[src/rtl/multdiv_pkg.sv]
// Shared constants for the iterative signed multiply/divide unit.
package multdiv_pkg;
    localparam int ITER_COUNT      = 32;
    localparam int MULTDIV_LATENCY = 33;
    localparam int CNT_W           = 6;

    localparam logic [1:0] ST_IDLE = 2'd0;
    localparam logic [1:0] ST_MULT = 2'd1;
    localparam logic [1:0] ST_DIV  = 2'd2;
    localparam logic [1:0] ST_DONE = 2'd3;

    localparam logic [CNT_W-1:0] LAST_ITER = CNT_W'(ITER_COUNT - 1);
endpackage

[src/rtl/twos_negate.sv]
// 32-bit conditional two's-complement negate; with neg_i = sign bit it yields |a|.
module twos_negate (
    input  logic [31:0] a_i,
    input  logic        neg_i,
    output logic [31:0] y_o
);
    assign y_o = neg_i ? (~a_i + 32'd1) : a_i;
endmodule

[src/rtl/multdiv_unit.sv]
// Iterative signed multiply (shift-add) and divide (restoring), one bit per cycle,
// working on operand magnitudes with a sign fix on the way out.
module multdiv_unit
    import multdiv_pkg::*;
(
    input  logic        clock,
    input  logic        reset_n,
    input  logic        ctrl_mult,
    input  logic        ctrl_div,
    input  logic [31:0] data_operandA,
    input  logic [31:0] data_operandB,
    output logic [31:0] data_result,
    output logic        data_exception,
    output logic        data_resultRDY,
    output logic        busy
);
    logic [1:0]       state_q, state_d;
    logic [CNT_W-1:0] cnt_q, cnt_d;
    logic [63:0]      acc_q, acc_d;
    logic [63:0]      mcand_q, mcand_d;
    logic [31:0]      opb_q, opb_d;
    logic             neg_q, neg_d;
    logic             is_mult_q, is_mult_d;
    logic             div0_q, div0_d;
    logic             ovf_q, ovf_d;
    logic [31:0]      result_q, result_d;
    logic             exc_q, exc_d;
    logic             rdy_q, rdy_d;

    logic [31:0] abs_a, abs_b, fixed_lo;
    logic [64:0] sh;
    logic [32:0] trial;
    logic        mult_ovf;

    twos_negate u_abs_a (.a_i(data_operandA), .neg_i(data_operandA[31]), .y_o(abs_a));
    twos_negate u_abs_b (.a_i(data_operandB), .neg_i(data_operandB[31]), .y_o(abs_b));
    // Both product low word and quotient live in acc_q[31:0]
    twos_negate u_fix   (.a_i(acc_q[31:0]),   .neg_i(neg_q),             .y_o(fixed_lo));

    // Magnitude product must fit the signed 32-bit range for the result sign
    assign mult_ovf = neg_q ? (acc_q > 64'h0000_0000_8000_0000)
                            : (acc_q > 64'h0000_0000_7FFF_FFFF);

    // Restoring step: shift {rem, dividend} left, try subtracting the divisor
    assign sh    = {acc_q, 1'b0};
    assign trial = sh[64:32] - {1'b0, opb_q};

    always_comb begin
        state_d   = state_q;
        cnt_d     = cnt_q;
        acc_d     = acc_q;
        mcand_d   = mcand_q;
        opb_d     = opb_q;
        neg_d     = neg_q;
        is_mult_d = is_mult_q;
        div0_d    = div0_q;
        ovf_d     = ovf_q;
        result_d  = result_q;
        exc_d     = exc_q;
        rdy_d     = 1'b0;
        case (state_q)
            ST_IDLE: begin
                if (ctrl_mult ^ ctrl_div) begin
                    cnt_d     = '0;
                    neg_d     = data_operandA[31] ^ data_operandB[31];
                    is_mult_d = ctrl_mult;
                    opb_d     = abs_b;
                    div0_d    = ctrl_div && (data_operandB == 32'd0);
                    ovf_d     = ctrl_div && (data_operandA == 32'h8000_0000)
                                         && (data_operandB == 32'hFFFF_FFFF);
                    if (ctrl_mult) begin
                        acc_d   = '0;
                        mcand_d = {32'd0, abs_a};
                        state_d = ST_MULT;
                    end else begin
                        acc_d   = {32'd0, abs_a};
                        mcand_d = '0;
                        state_d = (data_operandB == 32'd0) ? ST_DONE : ST_DIV;
                    end
                end
            end
            ST_MULT: begin
                acc_d   = acc_q + (opb_q[0] ? mcand_q : 64'd0);
                mcand_d = {mcand_q[62:0], 1'b0};
                opb_d   = {1'b0, opb_q[31:1]};
                cnt_d   = cnt_q + 6'd1;
                if (cnt_q == LAST_ITER) state_d = ST_DONE;
            end
            ST_DIV: begin
                acc_d = trial[32] ? sh[63:0] : {trial[31:0], sh[31:1], 1'b1};
                cnt_d = cnt_q + 6'd1;
                if (cnt_q == LAST_ITER) state_d = ST_DONE;
            end
            default: begin
                rdy_d    = 1'b1;
                result_d = div0_q ? 32'd0 : fixed_lo;
                exc_d    = div0_q | (is_mult_q ? mult_ovf : ovf_q);
                state_d  = ST_IDLE;
            end
        endcase
    end

    always_ff @(posedge clock or negedge reset_n) begin
        if (!reset_n) begin
            state_q   <= ST_IDLE;
            cnt_q     <= '0;
            acc_q     <= '0;
            mcand_q   <= '0;
            opb_q     <= '0;
            neg_q     <= 1'b0;
            is_mult_q <= 1'b0;
            div0_q    <= 1'b0;
            ovf_q     <= 1'b0;
            result_q  <= '0;
            exc_q     <= 1'b0;
            rdy_q     <= 1'b0;
        end else begin
            state_q   <= state_d;
            cnt_q     <= cnt_d;
            acc_q     <= acc_d;
            mcand_q   <= mcand_d;
            opb_q     <= opb_d;
            neg_q     <= neg_d;
            is_mult_q <= is_mult_d;
            div0_q    <= div0_d;
            ovf_q     <= ovf_d;
            result_q  <= result_d;
            exc_q     <= exc_d;
            rdy_q     <= rdy_d;
        end
    end

    assign data_result    = result_q;
    assign data_exception = exc_q;
    assign data_resultRDY = rdy_q;
    assign busy           = (state_q == ST_MULT) || (state_q == ST_DIV);
endmodule

[config.mk]
export PLATFORM = sky130hd
export DESIGN_NAME = multdiv_unit
export DESIGN_NICKNAME = d
export VERILOG_FILES = /design/src/rtl/multdiv_pkg.sv /design/src/rtl/twos_negate.sv /design/src/rtl/multdiv_unit.sv
export SDC_FILE = /design/constraint.sdc
export NUM_CORES = 1
export LEC_CHECK = 0
export CAP_MARGIN = 20
export CORE_MARGIN = 3
export CORE_UTILIZATION = 40
export CTS_CLUSTER_SIZE = 12
export DETAILED_ROUTE_END_ITERATION = 16
export GPL_ROUTABILITY_DRIVEN = 0
export GPL_TIMING_DRIVEN = 0
export HOLD_SLACK_MARGIN = 0.12
export PLACE_DENSITY = 0.59
export SYNTH_ARGS = -nofsm -noshare
export SYNTH_HDL_FRONTEND = slang
export SYNTH_HIERARCHICAL = 1
export SYNTH_SLANG_ARGS = --single-unit
[constraint.sdc]
create_clock -name clock -period 7.23 [get_ports clock]
set_input_delay 1.0845 -clock clock [delete_from_list [all_inputs] [get_ports clock]]
set_output_delay 1.0845 -clock clock [all_outputs]
set_load 0.005 [all_outputs]
======== Word-level counts from Yosys, hierarchy flattened ========
Cells that the tools add are included.
cells by class
  magnitude comparators ................... 2
  multiplexer cells ....................... 24
  bitwise gates (word level) .............. 6
  reduce and logical (&&, ||, !) cells .... 16
  add/subtract/negate cells ............... 6
  equal/unequal tests ..................... 7
operators with widths
  cell                                                             count
  two-way mux 64 bit                                               4
  two-way mux 32 bit                                               7
  case mux 64 bit (3 select lines)                                 1
  case mux 64 bit (2 select lines)                                 1
  adder 32 x 1 -> 32 bit, second input constant                    3
  inverter 32 bit                                                  3
  adder 64 bit                                                     1
  equality test 32 bit, second input constant                      2
  greater-than comparator 64 x 31 -> 1 bit, second input constant  1
  greater-than comparator 64 x 32 -> 1 bit, second input constant  1
  case mux 32 bit (2 select lines)                                 1
  subtractor 33 x 32 -> 33 bit                                     1
  logical NOT 32 bit                                               1
  case mux 6 bit (2 select lines)                                  1
  AND reduction 2 bit                                              5
  adder 6 x 1 -> 6 bit, second input constant                      1
  equality test 6 x 5 -> 1 bit, second input constant              1
  two-way mux 2 bit                                                3
  two-way mux 6 bit                                                1
  two-way mux 1 bit                                                4
  case mux 2 bit (2 select lines)                                  1
  nonzero test 2 bit                                               2
  logical AND 1 bit                                                3
  nonzero test 3 bit                                               1
  other kinds (10)                                                 11
storage, ports and cells
  output and inout bits ................... 35
  flip-flop bits (word level) ............. 206

======== Logic depth before layout (Yosys ltp) ========
  depth in word-level cells ............... 6
  depth in mapped cells ................... 16

======== Cells and area by module ========
The synthesis kept the hierarchy.
modules (own cells, without submodules)
  module        times used  cells an instance  area an instance (um^2)  sequential area each (um^2)
  multdiv_unit  1           1896               15591.2                  5154.9
  twos_negate   3           99                 777.0                    0.0

======== Least setup slack after synthesis ========
OpenSTA, ideal clock, no wires.
  kind .................................... register -> register
  start ................................... register opb_q[0]
  end ..................................... register acc_q[48]
  setup time .............................. 0.126 ns
  required time ........................... 7.104 ns
  slack ................................... 3.586 ns
  stages on the path, launching flop included .. 17
  arrival time ............................ 3.518 ns
  buffers on the path ..................... 2
  cell sequence ........................... dfrtp_1 > clkbuf_1 > clkbuf_1 > and2_1 > ha_1 > inv_1 > fa_1 > nor2b_1 > o31ai_1 > a21oi_1 > a31oi_1 > a311oi_1 > a31oi_1 > o21ai_1 > and3_1 > nor3_1 > a221o_1
on the way
  word-level cells in the longest chain between the ends .. 3
  elaborated cells between the ends (all ways) .. 5
  classes of those cells .................. 2 x add/sub; 3 x mux
ends and longest elaborated chain
  what                                                                RTL line                                source
  from (decl)                                                         multdiv_unit.sv:21                      logic [31:0] opb_q, opb_d;
  from (signal assigned)                                              multdiv_unit.sv:122                     opb_q <= opb_d;
  two-way mux 64 bit or subtractor 33 x 32 -> 33 bit (tied branches)  multdiv_unit.sv:83, multdiv_unit.sv:46
  adder 64 bit or two-way mux 64 bit (tied branches)                  multdiv_unit.sv:83, multdiv_unit.sv:90
  case mux 64 bit (3 select lines) (*)                                multdiv_unit.sv:61                      case (state_q)
  to (signal assigned)                                                multdiv_unit.sv:107                     acc_q <= '0;
  to (signal assigned)                                                multdiv_unit.sv:120                     acc_q <= acc_d;
  to (decl)                                                           multdiv_unit.sv:19                      logic [63:0] acc_q, acc_d;
Every way passes the cells marked *; elsewhere a longest branch is shown, timed or not.
A chain may end at the register's enable or synchronous reset.

======== Worst setup path in the final report ========
Same ends and word-level chain as after synthesis.

==> impl_metrics.csv <==
group,metric,value,unit
global_route,track_usage,25.8,%
route,via_per_inst,5.97,
worst_setup_path,path_cells,"clkbuf_1 > clkbuf_1 > and2_1 > ha_1 > inv_1 > fa_1 > nor2b_1 > o31ai_1 > a21oi_1 > a31oi_1 > a311oi_1 > a31oi_1 > o21ai_1 > and3_1 > nor3_1 > a221o_1",
die,ioPinCount,103,
route,dr_total_vias,17500,
cts,worstSkewPairLatency,550,ps
timing,fin_crit_sh,77.0,%
die,die_x,218,um
cts,htree_levels,1,
route,top_layer,"met5",
layout,fin_area,20600,sq um
cts,holdBufCountCts,0,
global_route,grt_max_degree,106,
placement,dpl-instance-area,19700,sq um
die,initial_core_util,41.1,%
placement,io_buffers,101,
yosys,ys_async_sr_fraction,100,%
power_and_ir_drop,p_int,3.71,mW
layout,drive_gt1_share,4.52,%
power_and_ir_drop,leakagePower,8.48,nW
status,status,"finished clean",
yosys,syn_nets,2366,
cts,post_cts_resize_count,0,
worst_setup_path,path_class,"flop to flop",
global_route,grt_pass1_wl,97500,um
timing,skew,10.3,ps
layout,register_area,5150,sq um
worst_setup_path,reg2reg_depth,16,
global_route,grt_pass1_vias,16900,
timing,fin_hold_ws,372,ps
layout,nFillCells,4281,
die,dieArea,47400,sq um
worst_setup_path,startpoint,"opb_q[0]",
cts,cts_tree,"built",
die,rows,76,
layout,nets,2498,
cts,cts.reportedPaths.clkPinSlew,60,ps
layout,diodes,0,
timing,worst_pin_slew,935,ps
timing,maxSlewViolCount,0,
route,drtPass1Iterations,6,
yosys,synthFlopType,"dfrtp_1",
cts,cts-root-buf,"clkbuf_16",
route,antenna_left,0,
worst_setup_path,crit_required,7670,ps
yosys,synthCells,2193,
worst_setup_path,r2r_start,"opb_q[0]",
yosys,ys_warn_count,6,
cts,cts_setup_buffers,0,
worst_setup_path,ff2ff_setup_slack,1660,ps
worst_setup_path,cp_num_cells,16,
layout,final_common_cell,"nand2_1",
run,maxCapViolations,0,
yosys,synth-seq-area-share,28.8,%
timing,tns,0,ps
route,wl,61800,um
cts,clock_sinks,206,
worst_setup_path,cp_max_fo,10,
yosys,syn_area_per_cell,8.17,sq um
route,drc,0,
timing,finalHoldViolCount,0,
timing,relSlewSlack,37.7,%
die,die_h,218,um
power_and_ir_drop,p_seq_share,28.3,%
placement,dpl.hpwl,49100,um
worst_setup_path,critPathTopFamily,"compound AO/OA/AOI/OAI gates",
timing,max_freq,180,MHz
worst_setup_path,cp_num_buf_inv,3,
power_and_ir_drop,ir_worst_vdd,0.000235,V
timing,min_period,5570,ps
power_and_ir_drop,power_density,349,nW/um^2
cts,cts_buffer_depth,3,
global_route,grt_overflow,0,
layout,synthToLayoutAreaGrowth,14.8,%
yosys,syn_area,17900,sq um
yosys,yosys_register_bits,206,
timing,rsz0062_at_grt,"false",
power_and_ir_drop,p_comb_share,53.5,%
yosys,synth_edf_count,0,
worst_setup_path,cpPeakStageDelay,750,ps
route,dr_wl_met2,26500,um
worst_setup_path,startpoint_type,"flop",
worst_setup_path,endpoint_kind,"flop",
route,wl_per_cell,21.1,um
route,drtIter0Drc,1787,
yosys,ys_types,81,
global_route,antenna_found_initial,2,
power_and_ir_drop,clkPwrFrac,18.2,%
layout,final_cell_mix,"nand2_1 (271), o21ai_0 (226), dfrtp_1 (206), xnor2_1 (134), a21oi_1 (133)",
power_and_ir_drop,p_sw,3.48,mW
worst_setup_path,crit_end,"acc_q[48]",
worst_setup_path,arrival,6000,ps
cts,cts_buffers,26,
route,met3_length,5270,um
power_and_ir_drop,power_switching_share,48.3,%
layout,multi_input_area,11900,sq um
timing,setup_violations,0,
worst_setup_path,slowest_stage,"a311oi_1",
die,coreArea,43600,sq um
route,wl_met1,28600,um
worst_setup_path,r2r_end,"acc_q[48]",
hold_path,min_path_type,"input port to asynchronous set/reset pin",
-- sequential cells by signal, summed over array words and instances (netlist names) --
register and flops:
state_q 2, acc_q 64, data_result 32, data_exception 1, data_resultRDY 1, cnt_q 6, div0_q 1, is_mult_q 1
opb_q 32, neg_q 1, ovf_q 1, mcand_q 64
-- worst min-delay path by stage --
stage,depth (start not counted),from,endpoint
after floorplan,2,ovf_q,ovf_q
after global placement,2,mcand_q[15],mcand_q[15]
after detailed placement,2,opb_q[1],opb_q[1]
after CTS,1,reset_n,data_result[4]
after global routing,1,reset_n,data_result[4]
final,1,reset_n,data_result[4]
-- metrics by stage --
stage / setup WS (ps) / cells / total power [mW] / utilization, %
3_3_place_gp: -3790 / 2879 / 5.75 / 45.1
3_5_place_dp: 1880 / 2882 / 5.81 / 45.2
5_1_grt: 1560 / 2929 / 7.72 / 47.2
2_1_floorplan: 3590 / 2193 / 4.40 / -
6_report: 1660 / 2929 / 7.19 / 47.2
4_1_cts: 1850 / 2929 / 7.15 / 47.2
-- cells by family after synthesis --
kind of cell | count (synthesis) | share of synthesized area [%]
AO/OA/AOI/OAI | 714 | 26.5
XOR/XNOR | 176 | 8.60
adder cells (fa/ha/maj) | 105 | 7.41
buffers and inverters | 224 | 4.93
flip-flops | 206 | 28.8
multiplexers | 56 | 3.17
AND/OR/NAND/NOR | 712 | 20.6
-- metal layers --
layer / track usage (%) / vias to the layer above
met5: 0 / -
met4: 6.00 / 4
met3: 5.29 / 91
met2: 39.4 / 709
met1: 37.4 / 8348
li1: - / 8348
-- power by group through the flow --
stage               registers [mW]  logic [mW]  clock network [mW]
finish                        2.04        3.84                1.31
global route                  2.08        4.26                1.38
CTS                           2.02        3.79                1.34
detailed placement            2.04        3.78                   0
global placement              2.02        3.73                   0
floorplan                     1.85        2.56                   0
-- cell type report --
class,count,area share (%)
Clock inverter,8,0.474
Inverter,98,1.79
Clock buffer,39,3.65
Timing Repair Buffer,104,5.24
Buffer,126,2.50
Tap cell,585,3.56
Multi-Input combinational cell,1763,57.7
Sequential cell,206,25.0
-- synth_stat cells, types with 34 or more instances --
library cell  instances  area share [%]
nor4_1               39             1.4
and2_1               66             2.3
o31ai_1              37             1.5
a22o_1               36             1.8
nand2_1             271             5.7
xor2_1               42             2.1
a221oi_1             34             1.7
a22oi_1              39             1.6
inv_1                96             2.0
ha_1                103             7.2
nand4_1              48             1.7
dfrtp_1             206              29
a21o_1               41             1.7
xnor2_1             134             6.5
clkbuf_1            102             2.1
o21ai_0             226             6.3
mux2i_1              50             2.8
a21oi_1             133             3.7
nor2_1              119             2.5
No activity file was read; power rests on OpenSTA's default activity.
